--- src/rtl/trace_pkg.sv ---
// Shared definitions for the CPU trace capture block.
//   trace_state_e : capture FSM states (IDLE, ARMED, CAPTURE, DONE)
//   clog2_min1    : ceil(log2(value)), never less than 1 bit, for sizing
//                   index and select ports
package trace_pkg;

  typedef enum logic [1:0] {
    IDLE    = 2'd0,
    ARMED   = 2'd1,
    CAPTURE = 2'd2,
    DONE    = 2'd3
  } trace_state_e;

  function automatic int clog2_min1(input int value);
    return (value <= 2) ? 1 : $clog2(value);
  endfunction

endpackage

--- src/rtl/trace_ram.sv ---
// Sample storage for the trace buffer: DEPTH x W simple dual-port RAM.
// One write port and one synchronous read port. Contents are not reset.
//   clk_i    : clock
//   we_i     : write enable, wdata_i stored at waddr_i
//   waddr_i  : write address
//   wdata_i  : write data
//   re_i     : read enable, rdata_o loads mem[raddr_i] on the next edge
//   raddr_i  : read address
//   rdata_o  : registered read data, holds while re_i is low
module trace_ram #(
  parameter int DEPTH = 16,
  parameter int W     = 128,
  parameter int AW    = 4
) (
  input  logic          clk_i,
  input  logic          we_i,
  input  logic [AW-1:0] waddr_i,
  input  logic [W-1:0]  wdata_i,
  input  logic          re_i,
  input  logic [AW-1:0] raddr_i,
  output logic [W-1:0]  rdata_o
);

  logic [W-1:0] mem_q [DEPTH];
  logic [W-1:0] rdata_q;

  always_ff @(posedge clk_i) begin
    if (we_i) begin
      mem_q[waddr_i] <= wdata_i;
    end
    if (re_i) begin
      rdata_q <= mem_q[raddr_i];
    end
  end

  assign rdata_o = rdata_q;

endmodule

--- src/rtl/cpu_trace_capture.sv ---
// On-chip trace buffer for the multicycle MIPS CPU. Records NUM_CH probe
// channels per qualified cycle into a circular buffer with pre/post-trigger
// windowing and a masked-compare trigger on one selectable channel.
//   CLK, RST_n  : clock, asynchronous active-low reset
//   probe       : channel k at bits [k*CH_W +: CH_W]
//   sample_en   : probe is valid this cycle
//   arm / abort : start a capture / return to IDLE (abort wins)
//   trig_sel, trig_value, trig_mask : trigger fires when
//                 (ch[trig_sel] & mask) == (value & mask)
//   rd_en, rd_addr : readout request in DONE, rd_addr 0 = oldest sample
//   rd_data, rd_valid : registered readout, valid one cycle after rd_en
//   armed, done : status (ARMED|CAPTURE, DONE)
//   sample_cnt  : stored samples, saturating at DEPTH
//   trig_pos    : oldest-relative index of the trigger sample
//   dbg_state   : current FSM state
// Handshake: rd_en is a single-cycle request with no ready; when it is
// sampled in DONE, rd_valid is high for exactly the following cycle with the
// matching rd_data. Outside DONE rd_valid stays low and rd_data holds.
module cpu_trace_capture
  import trace_pkg::*;
#(
  parameter int NUM_CH  = 4,
  parameter int CH_W    = 32,
  parameter int DEPTH   = 16,
  parameter int PRETRIG = 4,
  localparam int AW     = clog2_min1(DEPTH),
  localparam int SW     = clog2_min1(NUM_CH),
  localparam int DW     = NUM_CH * CH_W
) (
  input  logic          CLK,
  input  logic          RST_n,
  input  logic [DW-1:0] probe,
  input  logic          sample_en,
  input  logic          arm,
  input  logic          abort,
  input  logic [SW-1:0] trig_sel,
  input  logic [CH_W-1:0] trig_value,
  input  logic [CH_W-1:0] trig_mask,
  input  logic          rd_en,
  input  logic [AW-1:0] rd_addr,
  output logic [DW-1:0] rd_data,
  output logic          rd_valid,
  output logic          armed,
  output logic          done,
  output logic [AW:0]   sample_cnt,
  output logic [AW-1:0] trig_pos,
  output logic [1:0]    dbg_state
);

  localparam logic [AW:0]   CNT_FULL  = (AW+1)'(DEPTH);
  localparam logic [AW-1:0] POST_INIT = AW'(DEPTH - PRETRIG - 1);

  trace_state_e  state_q, state_d;
  logic [AW-1:0] wr_q, wr_d;
  logic [AW:0]   cnt_q, cnt_d, cnt_inc;
  logic [AW-1:0] post_q, post_d;
  logic [AW-1:0] trig_phys_q, trig_phys_d;
  logic [AW-1:0] trig_pos_q, trig_pos_d;
  logic [AW-1:0] oldest_q, oldest_d;
  logic          rd_valid_q;
  logic [DW-1:0] rd_hold_q;
  logic [DW-1:0] ram_rdata;
  logic          ram_we;
  logic          rd_fire;
  logic [CH_W-1:0] trig_ch;
  logic          trig_hit;

  // Channel select as a bounded mux so an out-of-range select reads zero.
  always_comb begin
    trig_ch = '0;
    for (int k = 0; k < NUM_CH; k++) begin
      if (trig_sel == SW'(k)) begin
        trig_ch = probe[k*CH_W +: CH_W];
      end
    end
  end

  assign trig_hit = ((trig_ch ^ trig_value) & trig_mask) == '0;
  assign cnt_inc  = (cnt_q == CNT_FULL) ? cnt_q : cnt_q + (AW+1)'(1);
  // Once the buffer has wrapped, the next write slot holds the oldest sample.
  assign oldest_q = (cnt_q == CNT_FULL) ? wr_q : '0;
  assign rd_fire  = rd_en && (state_q == DONE);

  always_comb begin
    state_d     = state_q;
    wr_d        = wr_q;
    cnt_d       = cnt_q;
    post_d      = post_q;
    trig_phys_d = trig_phys_q;
    trig_pos_d  = trig_pos_q;
    oldest_d    = '0;
    ram_we      = 1'b0;
    if (abort) begin
      state_d = IDLE;
    end else begin
      case (state_q)
        IDLE, DONE: begin
          if (arm) begin
            state_d = ARMED;
            wr_d    = '0;
            cnt_d   = '0;
            post_d  = POST_INIT;
          end
        end
        ARMED: begin
          if (sample_en) begin
            ram_we = 1'b1;
            wr_d   = wr_q + AW'(1);
            cnt_d  = cnt_inc;
            if (trig_hit) begin
              trig_phys_d = wr_q;
              state_d     = (post_q == '0) ? DONE : CAPTURE;
            end
          end
        end
        CAPTURE: begin
          if (sample_en) begin
            ram_we = 1'b1;
            wr_d   = wr_q + AW'(1);
            cnt_d  = cnt_inc;
            post_d = post_q - AW'(1);
            if (post_q == AW'(1)) begin
              state_d = DONE;
            end
          end
        end
        default: ;
      endcase
    end
    // Convert the physical trigger slot to an oldest-relative index once,
    // on the way into DONE, using the final pointer and count.
    if ((state_d == DONE) && (state_q != DONE)) begin
      oldest_d   = (cnt_d == CNT_FULL) ? wr_d : '0;
      trig_pos_d = trig_phys_d - oldest_d;
    end
  end

  always_ff @(posedge CLK or negedge RST_n) begin
    if (!RST_n) begin
      state_q     <= IDLE;
      wr_q        <= '0;
      cnt_q       <= '0;
      post_q      <= '0;
      trig_phys_q <= '0;
      trig_pos_q  <= '0;
      rd_valid_q  <= 1'b0;
      rd_hold_q   <= '0;
    end else begin
      state_q     <= state_d;
      wr_q        <= wr_d;
      cnt_q       <= cnt_d;
      post_q      <= post_d;
      trig_phys_q <= trig_phys_d;
      trig_pos_q  <= trig_pos_d;
      rd_valid_q  <= rd_fire;
      if (rd_valid_q) begin
        rd_hold_q <= ram_rdata;
      end
    end
  end

  trace_ram #(
    .DEPTH (DEPTH),
    .W     (DW),
    .AW    (AW)
  ) u_ram (
    .clk_i   (CLK),
    .we_i    (ram_we),
    .waddr_i (wr_q),
    .wdata_i (probe),
    .re_i    (rd_fire),
    .raddr_i (oldest_q + rd_addr),
    .rdata_o (ram_rdata)
  );

  // The RAM read register has no reset; rd_hold_q supplies the reset value
  // and keeps the last read visible between reads.
  assign rd_data    = rd_valid_q ? ram_rdata : rd_hold_q;
  assign rd_valid   = rd_valid_q;
  assign armed      = (state_q == ARMED) || (state_q == CAPTURE);
  assign done       = (state_q == DONE);
  assign sample_cnt = cnt_q;
  assign trig_pos   = trig_pos_q;
  assign dbg_state  = state_q;

endmodule

--- config.mk ---
export PLATFORM = sky130hd
export DESIGN_NAME = cpu_trace_capture
export DESIGN_NICKNAME = d
export VERILOG_FILES = /design/src/rtl/trace_pkg.sv /design/src/rtl/trace_ram.sv /design/src/rtl/cpu_trace_capture.sv
export SDC_FILE = /design/constraint.sdc
export NUM_CORES = 2
export LEC_CHECK = 0
export BUFFER_PORTS_ARGS = -buffer_cell sky130_fd_sc_hd__buf_2
export CORE_MARGIN = 1.5
export CORE_UTILIZATION = 50
export DETAILED_ROUTE_END_ITERATION = 16
export GPL_TIMING_DRIVEN = 1
export PLACE_DENSITY = 0.69
export SLEW_MARGIN = 20
export SYNTH_ARGS = -nofsm -noshare
export SYNTH_HDL_FRONTEND = slang
export SYNTH_HIERARCHICAL = 1
export SYNTH_SLANG_ARGS = --single-unit
--- constraint.sdc ---
create_clock -name CLK -period 11.9 [get_ports CLK]
set_input_delay 3.57 -clock CLK [delete_from_list [all_inputs] [get_ports CLK]]
set_output_delay 3.57 -clock CLK [all_outputs]
set_load 0.02 [all_outputs]
==> out/qor.csv <==
stage;metric;value;unit
critical_path;Data arrival, critical path;8670;ps
status;status;complete, no violations;
critical_path;crit end category;flop;
route;Met3 Routed Length;15.9;mm
route;Routed wire per std cell;32.5;um
power;Clk network pwr share;40.9;%
sta;crit share post-route;66.4;%
sta;post-route minimum period;7900;ps
sta;Fmax;127;MHz
synthesis;Main synth FF type;edfxtp_1;
layout;fill count;12813;
die;initial core utilization;50.3;%
die;Die H;424;um
synthesis;Synth Cell Area;88600;um^2
die;Die Wd;424;um
sta;slack of the critical path;4000;ps
critical_path;R2R Path Start;sample_cnt[0]$_DFF_PN0_;
critical_path;reg2reg path depth;13;
place;GP Congestion;0.934;
critical_path;R2R Setup Slk;6360;ps
synthesis;distinct cell type count after synthesis;55;
worst_hold_path;Worst Hold Class;flop to flop;
synthesis;post-synthesis sequential area ratio;78.0;%
clock_tree;TritonCTS clock tree;built;
power;Comb power frac;5.3;%
power;Sw Share;21.8;%
place;PortBufs;345;
clock_tree;cts repair resizes;0;
global_route;total gr overflow;0;
worst_hold_path;hold endpoint;rd_hold_q[13]$_DFF_PN0_;
route;first drt pass iteration count;5;
global_route;vias in the first global route;44034;
route;vias;43485;
layout;Net count, final;4668;
worst_hold_path;hold_sp;u_ram/rdata_o[13]$_DFFE_PP_;
synthesis;FF+latch count, synth;2328;
route;DRC;0;
synthesis;number of enable flip-flop cells after synthesis;2176;
critical_path;RR Endpoint;u_ram/rdata_o[66]$_DFFE_PP_;
global_route;antenna violations before repair;104;
route;antenna-violating nets left;0;
sta;Final Max Tran Viols;0;
power;Flop pwr share;53.8;%
place;Post-DP Area;93200;um^2
clock_tree;Post-CTS Hold Fix Bufs;0;
clock_tree;total CTS buffers;221;
route;top routing layer used;met5;
synthesis;Syn Area/Cell;22.1;um^2
route;vias per cell;6.19;
layout;fin cells;7020;
route;metal2 WL;115;mm
synthesis;Synth Net Count;4224;
place;Place WS;3100;ps
layout;fin util;57.0;%
die;Die Area;180000;um^2
route;initial DRC count;5497;
critical_path;WS Path Type;primary input to flop;
synthesis;ys async rst share;6.53;%
sta;Relative slew margins;22.8;%
critical_path;worst path required time;12670;ps
global_route;largest net degree at the start of global routing;115;
clock_tree;CTS Buffer Depth;3;
clock_tree;clock-pin slew on the worst setup and hold paths;60;ps
sta;final setup TNS;0;ps
synthesis;Mapped Cells;4002;
clock_tree;CTS sink count;2328;
die;num rows;154;
sta;final clock skew;62.3;ps
power;Leak;33.5;nW
clock_tree;H-tree Lvls;4;
die;Core Box Area;176000;um^2
sta;Slew @ Worst Pin;1160;ps
power;PD cells;168;nW/um^2
critical_path;Worst Path Max Fanout;43;
global_route;Tot GR Track Use;25.6;%
job;max cap viols;0;
clock_tree;CTS root buf;clkbuf_16;
worst_hold_path;worst hold stages;1;
die;I/O pins;346;
layout;design area;100000;um^2
global_route;first-pass GRT wire length;323;mm
route;WL final;228;mm
power;Design Power;16.9;mW
clock_tree;Clock Latency Late Sink;890;ps
layout;P&R area growth vs syn;13.4;%
power;worst IR drop on VDD;0.139;mV
place;Inst Count DP;6562;
sta;final hold vios;0;
power;Switch Pwr;3.68;mW
place;dpl hpwl;129;mm
synthesis;synth warn;6;
sta;final setup vio count;0;
route;met1 wire length;85.0;mm
clock_tree;Post-CTS Setup Inserts;0;
sta;hold slack final;472;ps
power;Pint;13.2;mW
sta;RSZ-0062 raised after global routing;no;
layout;layout cell share with drive strength beyond 1;29.9;%
critical_path;Critical Path Start Type;primary input;
## cell usage after synthesis (26+ instances only)
library cell  number  area share (%)
a21oi_1           32            0.18
a22oi_1          229             1.9
buf_2             52            0.29
clkbuf_1         110            0.47
dfrtp_1          152             4.3
edfxtp_1        2176              74
mux2_2           133             1.7
mux2i_1          145             1.6
mux4_2           484              12
nand2_1          140            0.59
nor2_1            26            0.11
xnor2_1           32            0.32
## worst max-delay path by stage
stage               slack [ps]                     endpoint        start  cells past startpoint
floorplan                 1320  u_ram/mem_q[1][0]$_DFFE_PP_    sample_en                      5
global placement          3140      trig_pos[3]$_DFFE_PN0P_  trig_sel[0]                     15
detailed placement        3100      trig_pos[3]$_DFFE_PN0P_  trig_sel[0]                     15
CTS                       3990      trig_pos[3]$_DFFE_PN0P_  trig_sel[0]                     15
global route              3800      trig_pos[3]$_DFFE_PN0P_  trig_sel[0]                     15
finish                    4000      trig_pos[3]$_DFFE_PN0P_  trig_sel[0]                     15
## worst max-delay path, stage by stage
cell	delay [ps]
buf_4	600
buf_4	410
mux4_2	550
mux2i_1	160
a2111oi_0	600
nand4_1	170
or4_4	600
nor3_4	350
mux2_2	430
ha_1	300
a21o_1	150
a21oi_1	170
xor2_1	190
xnor2_1	80
mux2_2	260
## registers in the layout, indices dropped and copies added, names as in the netlist
| signal | flops |
|---|---|
| wr_q | 4 |
| dbg_state | 2 |
| rd_valid | 1 |
| trig_pos | 4 |
| u_ram/mem_q | 2048 |
| rd_hold_q | 128 |
| u_ram/rdata_o | 128 |
| sample_cnt | 5 |
| trig_phys_q | 4 |
| post_q | 4 |
## cells by family (layout without fill, tap and decap cells)
| family | Yosys count | after routing | synth area share, % |
|---|---|---|---|
| flip-flops | 2328 | 2328 | 78.0 |
| multiplexers | 763 | 763 | 15.6 |
| AO/OA/AOI/OAI | 360 | 360 | 2.92 |
| AND/OR/NAND/NOR | 250 | 250 | 1.31 |
| buffers and inverters | 228 | 860 | 1.28 |
| XOR/XNOR | 55 | 55 | 0.544 |
| adder cells (fa/ha/maj) | 18 | 18 | 0.271 |
| other | 0 | 46 | 0 |
## power groups by stage
stage / Sequential [mW] / Clock, mW / Combinational (mW)
6_report: 9.09 / 6.90 / 0.892
5_1_grt: 9.09 / 7.31 / 0.950
4_1_cts: 9.09 / 7.00 / 0.900
3_5_place_dp: 9.26 / 0 / 0.897
3_3_place_gp: 9.26 / 0 / 0.884
2_1_floorplan: 9.27 / 0 / 0.507
## final cells by class
type | instances | area [um^2] | share of cell area (%)
inverters | 25 | 101 | 0.101
flip-flops and latches | 2328 | 69200 | 68.8
repair buffers | 424 | 2500 | 2.49
well taps | 2340 | 2930 | 2.91
multi-input cells | 1446 | 18500 | 18.5
clock inverters | 127 | 1300 | 1.30
diodes | 46 | 115 | 0.115
clock buffers | 284 | 5830 | 5.80
## layer usage
layer	global-route usage (%)	up-vias
met5	0	-
met4	12.9	26
met3	3.70	508
met2	42.6	2042
met1	32.9	23202
li1	-	17707
## cells in the final DEF (no fill, tap or decap), types with 58 or more instances in the layout
cell type,netlist,final
edfxtp_1,2176,2176
mux4_2,484,484
buf_2,52,343
a22oi_1,229,229
clkbuf_16,0,222
dfrtp_1,152,151
mux2i_1,145,145
nand2_1,140,140
mux2_2,133,133
buf_4,11,67
clkbuf_1,110,58
Note: power is estimated with default switching activity, not from simulation.
